**src/rtl/patternbuf_loader_if.sv**
```systemverilog
// Host-side port bundle of the pattern buffer loader: transaction control,
// write byte stream in and readback byte stream out.
interface patternbuf_loader_if #(
   parameter int ADDR_W = 3,
   parameter int DATA_W = 8
);
   logic              start;
   logic [ADDR_W-1:0] start_addr;
   logic              busy;
   logic              done;
   logic [DATA_W-1:0] wr_data;
   logic              wr_valid;
   logic              wr_ready;
   logic [DATA_W-1:0] rd_data;
   logic              rd_valid;

   modport master (
      output start, start_addr, wr_data, wr_valid,
      input  busy, done, wr_ready, rd_data, rd_valid
   );

   modport slave (
      input  start, start_addr, wr_data, wr_valid,
      output busy, done, wr_ready, rd_data, rd_valid
   );
endinterface

```
**src/rtl/patternbuf_loader.sv**
```systemverilog
// Scan-chain loader: serialises host bytes MSB first onto sin/sclk for the buffer
// selected by saddr, and returns the bits falling out of sout as readback bytes.
module patternbuf_loader #(
   parameter int BUFFER_SIZE  = 32,
   parameter int BUFFER_WIDTH = 8,
   parameter int SCLK_DIV     = 2
) (
   input  logic                clk,
   input  logic                reset,
   patternbuf_loader_if.slave  host,
   output logic                sclk,
   output logic                sin,
   output logic                ssel,
   output logic [2:0]          saddr,
   input  logic                sout
);

   localparam int BIT_W  = (BUFFER_WIDTH > 1) ? $clog2(BUFFER_WIDTH) : 1;
   localparam int BYTE_W = (BUFFER_SIZE > 1)  ? $clog2(BUFFER_SIZE)  : 1;
   localparam int DIV_W  = (SCLK_DIV > 1)     ? $clog2(SCLK_DIV)     : 1;
   localparam logic [BIT_W-1:0]  BIT_LAST  = BIT_W'(BUFFER_WIDTH - 1);
   localparam logic [BYTE_W-1:0] BYTE_LAST = BYTE_W'(BUFFER_SIZE - 1);
   localparam logic [DIV_W-1:0]  DIV_LAST  = DIV_W'(SCLK_DIV - 1);

   typedef enum logic [2:0] {
      S_IDLE, S_SETUP, S_WAIT, S_LOW, S_HIGH, S_HOLD, S_DONE
   } state_t;

   state_t                  state_q, state_d;
   logic [2:0]              saddr_q, saddr_d;
   logic [BYTE_W-1:0]       byte_cnt_q, byte_cnt_d;
   logic [BIT_W-1:0]        bit_cnt_q, bit_cnt_d;
   logic [DIV_W-1:0]        div_cnt_q, div_cnt_d;
   logic [BUFFER_WIDTH-1:0] tx_q, tx_d;
   logic [BUFFER_WIDTH-1:0] rx_q, rx_d;
   logic [BUFFER_WIDTH-1:0] rd_data_q, rd_data_d;
   logic                    rd_valid_q, rd_valid_d;
   logic                    busy_q, busy_d;
   logic                    done_q, done_d;
   logic                    wr_ready_q, wr_ready_d;
   logic                    sclk_q, sclk_d;
   logic                    sin_q, sin_d;
   logic                    ssel_q, ssel_d;

   always_comb begin
      state_d    = state_q;
      saddr_d    = saddr_q;
      byte_cnt_d = byte_cnt_q;
      bit_cnt_d  = bit_cnt_q;
      div_cnt_d  = div_cnt_q;
      tx_d       = tx_q;
      rx_d       = rx_q;
      rd_data_d  = rd_data_q;

      case (state_q)
         S_IDLE: if (host.start) begin
            state_d    = S_SETUP;
            saddr_d    = host.start_addr;
            byte_cnt_d = '0;
         end
         S_SETUP: state_d = S_WAIT;
         S_WAIT: if (host.wr_valid && wr_ready_q) begin
            tx_d      = host.wr_data;
            bit_cnt_d = '0;
            div_cnt_d = '0;
            state_d   = S_LOW;
         end
         S_LOW: begin
            if (div_cnt_q == DIV_LAST) begin
               div_cnt_d = '0;
               state_d   = S_HIGH;
               // this edge raises sclk; sout still shows the bank's pre-shift bit
               rx_d      = {rx_q[BUFFER_WIDTH-2:0], sout};
            end else begin
               div_cnt_d = div_cnt_q + 1'b1;
            end
         end
         S_HIGH: begin
            if (div_cnt_q == DIV_LAST) begin
               div_cnt_d = '0;
               tx_d      = tx_q << 1;
               if (bit_cnt_q != BIT_LAST) begin
                  bit_cnt_d = bit_cnt_q + 1'b1;
                  state_d   = S_LOW;
               end else if (byte_cnt_q != BYTE_LAST) begin
                  byte_cnt_d = byte_cnt_q + 1'b1;
                  state_d    = S_WAIT;
               end else begin
                  state_d = S_HOLD;
               end
            end else begin
               div_cnt_d = div_cnt_q + 1'b1;
            end
         end
         S_HOLD:  state_d = S_DONE;
         S_DONE:  state_d = S_IDLE;
         default: state_d = S_IDLE;
      endcase

      // Outputs decode the next state so they register in step with it.
      busy_d     = (state_d != S_IDLE);
      done_d     = (state_d == S_DONE);
      wr_ready_d = (state_d == S_WAIT);
      sclk_d     = (state_d == S_HIGH);
      ssel_d     = state_d inside {S_SETUP, S_WAIT, S_LOW, S_HIGH, S_HOLD};
      rd_valid_d = (state_d == S_HIGH) && (div_cnt_d == DIV_LAST) && (bit_cnt_d == BIT_LAST);
      if (rd_valid_d) rd_data_d = rx_d;

      // sin only moves on entry to / within LOW, so it is stable across the rising sclk
      case (state_d)
         S_LOW:   sin_d = tx_d[BUFFER_WIDTH-1];
         S_HIGH:  sin_d = sin_q;
         default: sin_d = 1'b0;
      endcase
   end

   always_ff @(posedge clk) begin
      if (reset) begin
         state_q    <= S_IDLE;
         saddr_q    <= '0;
         byte_cnt_q <= '0;
         bit_cnt_q  <= '0;
         div_cnt_q  <= '0;
         tx_q       <= '0;
         rx_q       <= '0;
         rd_data_q  <= '0;
         rd_valid_q <= 1'b0;
         busy_q     <= 1'b0;
         done_q     <= 1'b0;
         wr_ready_q <= 1'b0;
         sclk_q     <= 1'b0;
         sin_q      <= 1'b0;
         ssel_q     <= 1'b0;
      end else begin
         state_q    <= state_d;
         saddr_q    <= saddr_d;
         byte_cnt_q <= byte_cnt_d;
         bit_cnt_q  <= bit_cnt_d;
         div_cnt_q  <= div_cnt_d;
         tx_q       <= tx_d;
         rx_q       <= rx_d;
         rd_data_q  <= rd_data_d;
         rd_valid_q <= rd_valid_d;
         busy_q     <= busy_d;
         done_q     <= done_d;
         wr_ready_q <= wr_ready_d;
         sclk_q     <= sclk_d;
         sin_q      <= sin_d;
         ssel_q     <= ssel_d;
      end
   end

   assign host.busy     = busy_q;
   assign host.done     = done_q;
   assign host.wr_ready = wr_ready_q;
   assign host.rd_data  = rd_data_q;
   assign host.rd_valid = rd_valid_q;
   assign sclk          = sclk_q;
   assign sin           = sin_q;
   assign ssel          = ssel_q;
   assign saddr         = saddr_q;

endmodule
```
**src/flat_wrapper.sv**
```systemverilog
// flat-port wrapper written by rule: the top's interface ports become plain ports
module patternbuf_loader_flat 
#(
   parameter int BUFFER_SIZE  = 32,
   parameter int BUFFER_WIDTH = 8,
   parameter int SCLK_DIV     = 2
)
  (clk, reset, sclk, sin, ssel, saddr, sout, host_start, host_start_addr, host_wr_data, host_wr_valid, host_busy, host_done, host_wr_ready, host_rd_data, host_rd_valid);
  patternbuf_loader_if host_i ();
  input  logic clk;
  input  logic reset;
  output logic sclk;
  output logic sin;
  output logic ssel;
  output logic [2:0] saddr;
  input  logic sout;
  input wire logic [$bits(host_i.start)-1:0] host_start;
  input wire logic [$bits(host_i.start_addr)-1:0] host_start_addr;
  input wire logic [$bits(host_i.wr_data)-1:0] host_wr_data;
  input wire logic [$bits(host_i.wr_valid)-1:0] host_wr_valid;
  output wire logic [$bits(host_i.busy)-1:0] host_busy;
  output wire logic [$bits(host_i.done)-1:0] host_done;
  output wire logic [$bits(host_i.wr_ready)-1:0] host_wr_ready;
  output wire logic [$bits(host_i.rd_data)-1:0] host_rd_data;
  output wire logic [$bits(host_i.rd_valid)-1:0] host_rd_valid;
  assign host_i.start = host_start;
  assign host_i.start_addr = host_start_addr;
  assign host_i.wr_data = host_wr_data;
  assign host_i.wr_valid = host_wr_valid;
  assign host_busy = host_i.busy;
  assign host_done = host_i.done;
  assign host_wr_ready = host_i.wr_ready;
  assign host_rd_data = host_i.rd_data;
  assign host_rd_valid = host_i.rd_valid;
  patternbuf_loader #(.BUFFER_SIZE(BUFFER_SIZE), .BUFFER_WIDTH(BUFFER_WIDTH), .SCLK_DIV(SCLK_DIV)) u_core (.clk(clk), .reset(reset), .host(host_i), .sclk(sclk), .sin(sin), .ssel(ssel), .saddr(saddr), .sout(sout));
endmodule
```
**config.mk**
```make
export PLATFORM = sky130hd
export DESIGN_NAME = patternbuf_loader_flat
export DESIGN_NICKNAME = d
export VERILOG_FILES = /design/src/rtl/patternbuf_loader_if.sv /design/src/rtl/patternbuf_loader.sv /design/src/flat_wrapper.sv
export SDC_FILE = /design/constraint.sdc
export NUM_CORES = 1
export LEC_CHECK = 0
export ABC_AREA = 0
export BUFFER_PORTS_ARGS = -buffer_cell sky130_fd_sc_hd__buf_4
export CORE_MARGIN = 10
export CORE_UTILIZATION = 47
export DETAILED_ROUTE_END_ITERATION = 6
export PLACE_DENSITY = 0.72
export SLEW_MARGIN = 0
export SYNTH_ARGS = -nofsm -noshare
export SYNTH_HDL_FRONTEND = slang
export SYNTH_SLANG_ARGS = --single-unit
```
**constraint.sdc**
```tcl
create_clock -name clk -period 4.8 [get_ports clk]
set_input_delay 0.24 -clock clk [delete_from_list [all_inputs] [get_ports clk]]
set_output_delay 0.24 -clock clk [all_outputs]
set_load 0.005 [all_outputs]
```
Yosys cells after proc, flatten, opt, wreduce, memory -nomap -nowiden --
Cells that the tools add are included.
Word-level totals: bits in registers 46, input port bits 16, output and inout bits 18, word-level logic and storage cells 75
Cells by class: $add $sub $neg 3, equality and inequality tests 19, mux-type cells 25, reduce and logical (&&, ||, !) cells 12
Operators by type and width (count):
- $mux W8 | 4
- $mux W3 | 9
- $mux W5 | 4
- $eq A3 B3 Y1 const B | 6
- $pmux W3 S6 | 1
- $pmux W8 S2 | 1
- $eq A3 B2 Y1 const B | 4
- $pmux W5 S2 | 1
- $eq A3 B1 Y1 const B | 2
- $ne A2 B1 Y1 const B | 3
- $pmux W3 S2 | 1
- $add A5 B1 Y5 const B | 1
- $ne A5 B5 Y1 const B | 1
- $reduce_and A5 Y1 | 1
- $reduce_bool A5 Y1 | 1
- $ne A2 B2 Y1 const B | 2
- $pmux W1 S2 | 2
- $reduce_bool A2 Y1 | 2
- $add A3 B1 Y3 const B | 1
- $logic_and A1 B1 Y1 | 3
- $logic_not A3 Y1 | 1
- $ne A3 B3 Y1 const B | 1
- $reduce_and A3 Y1 | 1
- $reduce_bool A3 Y1 | 1
- 4 further kinds | 5

Longest topological paths before layout --
Gate-level depths: netlist of run 1.
word-level depth 8, gate-level depth with buffers 8, depth with buffers taken out 8

Worst setup path after synthesis of run 1 --
No wires, ideal clock.
path kind register to register, from register u_core.byte_cnt_q[0], to register u_core.rd_data_q[0], in the netlist u_core.host.rd_data[0], arrival 1.971 ns, data required time 4.679 ns, slack 2.709 ns, cell stages (with the launch flop) 9, buffers on the path 0, clock period less this slack 2.091 ns, cell sequence dfxtp_1 > ha_1 > and3_1 > ha_1 > and3_1 > o21ai_1 > a2111oi_4 > nand4_4 > mux2_2
On the way: longest elaborated chain between the ends 8
Ends and longest elaborated chain:
- start: declaration | RTL line patternbuf_loader.sv:31 | logic [BYTE_W-1:0] byte_cnt_q, byte_cnt_d;
- start signal: assignment | RTL line patternbuf_loader.sv:137 | byte_cnt_q <= byte_cnt_d;
- $ne A5 B5 Y1 | RTL line patternbuf_loader.sv:85 | end else if (byte_cnt_q != BYTE_LAST) begin
- $mux W3 | RTL line patternbuf_loader.sv:85
- $mux W3 | RTL line patternbuf_loader.sv:82 | if (bit_cnt_q != BIT_LAST) begin
- $mux W3 | RTL line patternbuf_loader.sv:79 | if (div_cnt_q == DIV_LAST) begin
- $pmux W3 S6 | RTL line patternbuf_loader.sv:55 | case (state_q)
- $eq A3 B3 Y1 | RTL line patternbuf_loader.sv:106 | rd_valid_d = (state_d == S_HIGH) && (div_cnt_d == DIV_LAST) && (bit_cnt_d == BIT_LAST);
- $logic_and A1 B1 Y1 (2 in series) | RTL line patternbuf_loader.sv:106
- end signal: assignment | RTL line patternbuf_loader.sv:142 | rd_data_q <= rd_data_d;
- end: declaration | RTL line patternbuf_loader.sv:36 | logic [BUFFER_WIDTH-1:0] rd_data_q, rd_data_d;
No other way between the ends. A chain may end at the register's enable or synchronous reset.

Final worst setup path of run 1 --
from register u_core.state_q[1], to register u_core.rd_data_q[4], in the netlist u_core.host.rd_data[4]
On the way: longest elaborated chain between the ends 5, elaborated cells between the ends (all ways) 19, those cells by class eq/ne (7); mux (8); reduce/logical (4)
Ends and longest elaborated chain:
- start: declaration | RTL line patternbuf_loader.sv:29 | state_t state_q, state_d;
- start signal: assignment | RTL line patternbuf_loader.sv:135 | state_q <= state_d;
- $eq A3 B3 Y1, or another cell as far along | RTL line patternbuf_loader.sv:55
- $pmux W3 S6 or $reduce_or A2 Y1 (tied branches)
- $eq A3 B3 Y1 or $pmux W1 S2 (tied branches) | RTL line patternbuf_loader.sv:106, patternbuf_loader.sv:55
- $logic_and A1 B1 Y1 (2 in series) | RTL line patternbuf_loader.sv:106
Several ways; a longest one is shown, not always the timed one.

==> results.json, run 1 <==
{
  "cp_cell_sequence": "or2b_1 > nor3_2 > nor2_1 > nand4_4 > mux2_2",
  "whs_path_depth": 3,
  "cp-end-kind": "register",
  "portBuffers": 33,
  "cp_max_fo": 17,
  "ir_drop_uv": 166.8,
  "swShare": 0.2324,
  "clk_path_buf_depth": 2,
  "place_congestion": 0.8531,
  "finalNetCount": 257,
  "antenna_found_initial": 0,
  "yosys-top-cells-area": "dfxtp_1 (45%), mux2_2 (4.4%), nor2b_1 (4.0%), a21oi_1 (3.7%), nor2_1 (3.5%)",
  "dpl_worst_slack_ps": 2334,
  "worstPathRequired_ps": 4980,
  "drt_iter0_drc": 114,
  "syn_nets": 230,
  "syn-cell-area_sq_um": 2048,
  "grt_usage": 0.1165,
  "postRouteAntennaNets": 0,
  "slew_violations": 0,
  "ff2ff_path_depth": 5,
  "drive_above_1_share": 0.2395,
  "ctsHtreeMaxLevel": 2,
  "p_seq_frac": 0.574,
  "synthArstFlopShare": 0,
  "critPathKind": "reg -> reg",
  "arrival_ps": 2650,
  "synth.largest_area_cell": "dfxtp_1",
  "cts_root_buf": "clkbuf_8",
  "start_util": 0.4977,
  "core_sq_um": 4115,
  "vias": 1578,
  "setup_slack_ps": 2334,
  "ys_seq_area_frac": 0.4496,
  "final_core_util": 0.5780,
  "synthFlopType": "dfxtp_1",
  "yosysMostFrequentCell": "dfxtp_1",
  "cp_slowest_cell": "dfxtp_1",
  "fp.dieH_microns": 86.02,
  "slew_headroom": 0.4759,
  "synth_common_cells": "dfxtp_1 (46), nor2_1 (19), nand2_1 (18)",
  "dr.pass1.iters": 4,
  "ios": 34,
  "slowest_delay_ps": 670,
  "final_hold_viol_count": 0,
  "syn_area_per_cell_sq_um": 9.753,
  "diodes": 0,
  "grt_max_degree": 43,
  "die_x_microns": 86.02,
  "switchingPower_mw": 0.1625,
  "power.leakage_nw": 0.9811,
  "syn_to_final_growth_pct": 16.13,
  "worstHoldPathType": "in -> reg",
  "finalCriticalPeriod_ps": 2466,
  "rsz0062_at_grt": "false",
  "critPathLaunchType": "register",
  "cts.sinks": 46,
  "grt_pass1_wl_mm": 7.217,
  "wl_per_cell_microns": 14.04,
  "synthDistinctLibCells": 50,
  "finClkSkew_ps": 5.327,
  "cts.repair.resized": 0,
  "hold_buffers": 0,
  "synth_edf_count": 0,
  "drc": 0,
  "synth_top_area_share": 0.4496,
  "first_global_vias": 1532,
  "tightest_slew_ps": 781.8,
  "wl_mm": 4.043,
  "yosysWarnings": 0,
  "ys_ff_latch": 46,
  "status": "completed",
  "fp-row-count": 23,
  "setup_viol": 0,
  "hpwl_mm": 2.905,
  "clock.fmax_ghz": 0.4055,
  "cts_tree": "built",
  "postSynthCellCount": 210,
  "clkPwrFrac": 0.339,
  "gr-total-overflow": 0,
  "fin_crit_sh": 0.5138,
  "fin_setup_tns_ps": 0,
  "power_frac_comb": 0.087,
  "p_int_mw": 0.5368,
  "worstSkewPairLatency_ps": 290,
  "power_density_nw_per_um2": 294.0,
  "via_per_inst": 5.479,
  "post_cts_buffers": 0,
  "clk_pin_slew_worst_paths_ps": 80,
  "fp.dieArea_sq_um": 7399,
  "drv_cap": 0,
  "cts_buffers": 5
}
[worst max-delay path, delay by kind of cell (launching register included)]
family,cells,cell delay [ps]
simple gates,4,1340
flops,1,670
mux,1,350
[worst paths after layout]
path	slack (ps)	start	to
hold / removal	190	host_wr_data[4]	u_core.tx_q[4]
setup reg to reg	2330	u_core.state_q[1]	u_core.host.rd_data[4]
setup / recovery	2330	u_core.state_q[1]	u_core.host.rd_data[4]
hold reg to reg	460	u_core.rx_q[7]	u_core.rx_q[7]
[per-stage QoR]
step	hold slack [ps]	instances	power [mW]	area (sq um)
detailed placement	452.9	280	0.4717	2287
CTS	179.1	288	0.7057	2379
finish	185.3	288	0.6994	2379
global placement	453.2	280	0.4716	2287
floorplan	340.2	210	0.4483	2048
global route	191.0	288	0.7322	2379
[sequential cells by signal (all words and copies together), names as in the netlist]
| name | count |
|---|---|
| u_core.tx_q | 8 |
| u_core.div_cnt_q | 1 |
| u_core.ssel | 1 |
| u_core.host.busy | 1 |
| u_core.byte_cnt_q | 5 |
| u_core.state_q | 3 |
| u_core.host.rd_data | 8 |
| u_core.host.rd_valid | 1 |
| u_core.rx_q | 8 |
| u_core.sclk | 1 |
| u_core.saddr | 3 |
| u_core.host.done | 1 |
| u_core.host.wr_ready | 1 |
| u_core.bit_cnt_q | 3 |
| u_core.sin | 1 |
[layer usage]
metal | part of all wire | track usage
met1 | 0.48 | 0.1486
met4 | 0.014 | 0.05389
met5 | 0 | 0
met3 | 0.057 | 0.04163
met2 | 0.45 | 0.1704
[kinds of logic (layout without fill, tap and decap cells)]
logic type      count (synthesis)  after routing  synth area share
fa+ha+maj                       4              4           0.02444
mux                            15             15           0.07819
flops                          46             46            0.4496
buf+inv                        14             42           0.03665
simple gates                   88             88            0.2554
compound gates                 41             41            0.1472
xor+xnor                        2              2          0.008554
[power by group through the flow]
stage | clock [mW] | combinational (mW) | sequential (mW)
after floorplan | 0 | 0.0460 | 0.402
after global placement | 0 | 0.0612 | 0.410
after detailed placement | 0 | 0.0610 | 0.411
after CTS | 0.243 | 0.0611 | 0.402
after global routing | 0.261 | 0.0673 | 0.404
final | 0.237 | 0.0606 | 0.402
[layout make-up]
type	count	area, sq um
inverters	1	3.754
fillers	385	1737
repair buffers	33	247.7
multi-input cells	150	1052
well taps	50	62.56
clock inverters	1	5.005
clock buffers	7	86.33
flip-flops and latches	46	920.9
[cell usage in the layout, fill, tap and decap left out, types with 5 or more instances in the layout]
| cell type | count |
|---|---|
| nor2_1 | 19 |
| a222oi_1 | 7 |
| a21oi_1 | 15 |
| buf_4 | 33 |
| dfxtp_1 | 46 |
| nand2_1 | 18 |
| clkbuf_8 | 6 |
| nor2b_1 | 13 |
| a22oi_1 | 5 |
| and3_1 | 5 |
| mux2i_1 | 7 |
| mux2_2 | 8 |
| nor3_1 | 7 |
Note: power is estimated with default switching activity, not from simulation.
==> run 2: changes to the inputs <==
==> constraint.sdc (replaced) <==
create_clock -name clk -period 2.4 [get_ports clk]
set_input_delay 0.12 -clock clk [delete_from_list [all_inputs] [get_ports clk]]
set_output_delay 0.12 -clock clk [all_outputs]
set_load 0.005 [all_outputs]
==> run 2 against run 1 <==
  * Clock power rose by 96%
  * Final area rose by 3.1%
  * Critical path type unchanged
  * Combinational power rose by 130%
  * Sequential power rose by 99%
  * Maximum frequency rose by 7.6%
  * Count of clock-buffer cells in the layout fell by 2
  * Hold slack got worse by 130 ps
  * Final cell count rose by 3.1%
==> results.json, run 2 (synthesis results as in run 1) <==
{
  "status": "completed",
  "slowest_delay_ps": 340,
  "slew_headroom": 0.6429,
  "cp_max_fo": 4,
  "fp.dieH_microns": 86.02,
  "start_util": 0.4977,
  "cts_root_buf": "clkbuf_8",
  "first_global_vias": 1490,
  "grt_pass1_wl_mm": 7.196,
  "slew_violations": 0,
  "ctsHtreeMaxLevel": 2,
  "clk_path_buf_depth": 2,
  "ir_drop_uv": 470.1,
  "rsz0062_at_grt": "false",
  "setup_viol": 0,
  "drt_iter0_drc": 143,
  "portBuffers": 33,
  "finalCriticalPeriod_ps": 2292,
  "final_hold_viol_count": 0,
  "core_sq_um": 4115,
  "cp_cell_sequence": "ha_1 > and3_1 > ha_1 > and3b_1 > nor2b_1 > a2111oi_4 > nand4_2 > mux2_2",
  "cp_slowest_cell": "dfxtp_2",
  "wl_met3_microns": 240,
  "drc": 0,
  "grt_usage": 0.1160,
  "finClkSkew_ps": 5.462,
  "layout_commonest_cell": "dfxtp_1",
  "dr.pass1.iters": 7,
  "fp.dieArea_sq_um": 7399,
  "setup_slack_ps": 107.8,
  "dpl_worst_slack_ps": 139.8,
  "power_density_nw_per_um2": 572.0,
  "grt_max_degree": 43,
  "cp-end-kind": "register",
  "clk_pin_slew_worst_paths_ps": 90,
  "die_x_microns": 86.02,
  "dp.cells": 287,
  "wl_met1_mm": 2.132,
  "hold_buffers": 0,
  "finalPower_mw": 1.403,
  "worstPathRequired_ps": 2590,
  "cts_buffers": 5,
  "cts.sinks": 46,
  "syn_to_final_growth_pct": 19.73,
  "wl_met2_mm": 1.970,
  "antenna_found_initial": 0,
  "via_per_inst": 5.418,
  "postRouteAntennaNets": 0,
  "power.leakage_nw": 1.034,
  "final_cells": 297,
  "place_congestion": 0.8384,
  "fin_setup_tns_ps": 0,
  "hpwl_mm": 3.055,
  "routed.top_layer": "met4",
  "diodes": 0,
  "drive_above_1_share": 0.2874,
  "wl_per_cell_microns": 14.77,
  "worstSkewPairLatency_ps": 290,
  "holdWs_ps": 59.56,
  "layout_common_cells": "dfxtp_1 (42), buf_4 (41), nor2_1 (19)",
  "tightest_slew_ps": 535.7,
  "wl_mm": 4.388,
  "finalNetCount": 266,
  "arrival_ps": 2480,
  "cts_tree": "built",
  "critPathLaunchType": "register",
  "fp-row-count": 23,
  "fin_crit_sh": 0.9551,
  "ios": 34,
  "worstHoldPathType": "in -> reg",
  "cp_common_cell": "ha_1",
  "clock.fmax_ghz": 0.4363,
  "vias": 1609,
  "critPathKind": "reg -> reg",
  "drv_cap": 0,
  "gr-total-overflow": 0
}
run 2: cell count changes in the layout (fill, tap and decap cells not counted), sizes merged:
cell    previous run  this run
inv                1         2
nand4              1         2
clkinv             1         2
clkbuf             7         5
buf               33        41
run 2: path summary, 6_finish.rpt:
path	slack, ps	cells after the start	end	from
hold reg to reg	470	2	u_core.rx_q[7]	u_core.rx_q[7]
setup reg to reg	110	8	u_core.host.rd_data[1]	u_core.byte_cnt_q[0]
setup / recovery	110	8	u_core.host.rd_data[1]	u_core.byte_cnt_q[0]
hold / removal	60	3	u_core.tx_q[2]	host_wr_data[2]
run 2: through the flow:
step | util | cell area, sq um
after floorplan | - | 2048
after CTS | 0.5898 | 2427
after global placement | 0.5686 | 2340
final | 0.5959 | 2452
after detailed placement | 0.5686 | 2340
after global routing | 0.5959 | 2452
run 2: per-layer routing:
layer / vias up / GRT usage
met5: - / 0
met4: 0 / 0.04042
met3: 4 / 0.03595
met2: 32 / 0.1704
met1: 745 / 0.1553
li1: 828 / -
run 2: layout make-up:
type                            instances  area, sq um
Clock inverter                          3        18.77
Clock buffer                            5        68.82
Sequential cell                        46        925.9
Inverter                                1        3.754
Timing Repair Buffer                   41        307.8
Multi-Input combinational cell        151         1065
Fill cell                             377         1663
Tap cell                               50        62.56
run 2: what timing repair did:
action                                  in CTS  in global routing
gates resized for setup                      0                  4
setup buffers                                0                  1
endpoints found under the setup margin       0                  8
run 2: critical path: cells and delay by family, from the launching register on:
| family | cells | cell delay [ps] |
|---|---|---|
| fa+ha+maj | 2 | 360 |
| mux | 1 | 330 |
| simple gates | 4 | 820 |
| compound gates | 1 | 340 |
| flops | 1 | 340 |
run 2: where the power goes:
part	switching [mW]	leakage [nW]	internal (mW)
combinational	0.0650	0.611	0.0721
sequential	0.0230	0.374	0.778
clock	0.259	0.0483	0.205
total	0.347	1.03	1.06
==> run 3: changes to the inputs <==
--- a/config.mk
+++ b/config.mk
@@ -6,11 +6,11 @@
 export NUM_CORES = 1
 export LEC_CHECK = 0
 export ABC_AREA = 0
-export BUFFER_PORTS_ARGS = -buffer_cell sky130_fd_sc_hd__buf_4
 export CORE_MARGIN = 10
 export CORE_UTILIZATION = 47
 export DETAILED_ROUTE_END_ITERATION = 6
-export PLACE_DENSITY = 0.72
+export DONT_BUFFER_PORTS = 1
+export PLACE_DENSITY = 0.66
 export SLEW_MARGIN = 0
 export SYNTH_ARGS = -nofsm -noshare
 export SYNTH_HDL_FRONTEND = slang
==> run 3 against run 2 <==
  * First-iteration DRC count down 23%
  * Die area unchanged
  * Final cell count down 8.8%
  * Largest cell class unchanged
  * Utilization down 3.5 points
  * Global-route usage up 1.1 points
==> results.json, run 3 (synthesis results as in run 1) <==
{
  "dpl_worst_slack_ps": 93.53,
  "antenna_found_initial": 0,
  "status": "completed",
  "wl_per_cell_microns": 17.24,
  "setup_slack_ps": 152.5,
  "r2r_slack_ps": 150,
  "slew_violations": 0,
  "dp.cells": 251,
  "worstSkewPairLatency_ps": 300,
  "clk_pin_slew_worst_paths_ps": 90,
  "fin_setup_tns_ps": 0,
  "seqCellArea_sq_um": 924.6,
  "cp-end-kind": "register",
  "final_cells": 271,
  "grt_max_degree": 35,
  "finClkSkew_ps": 12.26,
  "ios": 34,
  "cp_max_fo": 14,
  "p_int_mw": 1.097,
  "final_core_util": 0.5610,
  "power_frac_comb": 0.077,
  "clkPwrFrac": 0.363,
  "start_util": 0.4977,
  "grt_usage": 0.1272,
  "layout_commonest_cell": "dfxtp_1",
  "wl_mm": 4.671,
  "setup_viol": 0,
  "fin_crit_sh": 0.9365,
  "fp.dieH_microns": 86.02,
  "vias": 1597,
  "tightest_slew_ps": 583.4,
  "p_seq_frac": 0.560,
  "critPathLaunchType": "register",
  "cts_root_buf": "clkbuf_8",
  "place_congestion": 0.8605,
  "fp-row-count": 23,
  "ctsHtreeMaxLevel": 2,
  "design_area_sq_um": 2308,
  "layout_common_cells": "dfxtp_1 (43), nor2_1 (19), nand2_1 (18)",
  "finalNetCount": 240,
  "gr-total-overflow": 0,
  "syn_to_final_growth_pct": 12.71,
  "diodes": 0,
  "finalCriticalPeriod_ps": 2248,
  "swShare": 0.2360,
  "dr.pass1.iters": 7,
  "hold_path_end": "u_core.tx_q[7]",
  "grt_pass1_wl_mm": 7.659,
  "postRouteAntennaNets": 0,
  "hp-start": "host_wr_data[7]",
  "hpwl_mm": 3.238,
  "cts_tree": "built",
  "drv_cap": 0,
  "critPathKind": "reg -> reg",
  "multi_input_area_sq_um": 1065,
  "whs_path_depth": 2,
  "final_hold_viol_count": 0,
  "first_global_vias": 1525,
  "worstPathRequired_ps": 2590,
  "rr_startpoint": "u_core.state_q[0]",
  "fp.dieArea_sq_um": 7399,
  "place_area_sq_um": 2069,
  "r2r-end": "u_core.host.rd_data[3]",
  "worstHoldPathType": "in -> reg",
  "core_sq_um": 4115,
  "drc": 0,
  "slew_headroom": 0.6111,
  "die_x_microns": 86.02,
  "holdWs_ps": 6.571,
  "power_density_nw_per_um2": 622.3,
  "drt_iter0_drc": 110,
  "portBuffers": 0,
  "switchingPower_mw": 0.3390,
  "ir_drop_uv": 426.8,
  "cts.sinks": 46,
  "via_per_inst": 5.893,
  "drive_above_1_share": 0.1584,
  "ff2ff_path_depth": 5,
  "clock.fmax_ghz": 0.4449,
  "clk_path_buf_depth": 2,
  "rsz0062_at_grt": "false",
  "nFillCells": 374,
  "cts_buffers": 5,
  "power.leakage_nw": 0.9020,
  "arrival_ps": 2430,
  "finalPower_mw": 1.436
}
-- run 3: worst max-delay path by stage --
stage                    startpoint                      to
6_report          u_core.state_q[0]  u_core.host.rd_data[3]
5_1_grt           u_core.state_q[0]  u_core.host.rd_data[3]
4_1_cts        u_core.byte_cnt_q[0]  u_core.host.rd_data[4]
3_5_place_dp   u_core.byte_cnt_q[0]  u_core.host.rd_data[4]
3_3_place_gp   u_core.byte_cnt_q[0]  u_core.host.rd_data[4]
2_1_floorplan  u_core.byte_cnt_q[0]  u_core.host.rd_data[0]
-- run 3: area by class of cell --
cell class / count / area share
inverters: 1 / 0.001626
clock buffers: 7 / 0.04173
flip-flops and latches: 46 / 0.4005
clock inverters: 1 / 0.003794
multi-input cells: 151 / 0.4612
well taps: 50 / 0.02710
repair buffers: 15 / 0.06396
-- run 3: metal layers --
metal / vias to the layer above / routed length, microns / GRT usage
met2: 59 / 2302 / 0.2001
met3: 7 / 413 / 0.05866
met5: - / 0 / 0
met1: 756 / 1886 / 0.1451
li1: 775 / - / -
met4: 0 / 69 / 0.05240
-- run 3: power groups by stage --
stage	Sequential [mW]	Combinational (mW)	Clock [mW]
final	0.804	0.111	0.521
after global routing	0.809	0.123	0.571
after CTS	0.805	0.109	0.536
after detailed placement	0.823	0.0846	0
after global placement	0.821	0.0824	0
after floorplan	0.805	0.0920	0
-- run 3: what timing repair did --
action                                  CTS  global route
endpoints found under the setup margin    0             9
buffers inserted                          0             1
resized for setup                         0             3
hold endpoints to repair                 35             0
hold buffers                             10             0
-- run 3: worst max-delay path: stages, from the launching register on --
cell and delay (ps):
dfxtp_1 640, and4bb_1 370, nor2b_1 220, a2111oi_4 330, nand4_2 240, mux2_2 320
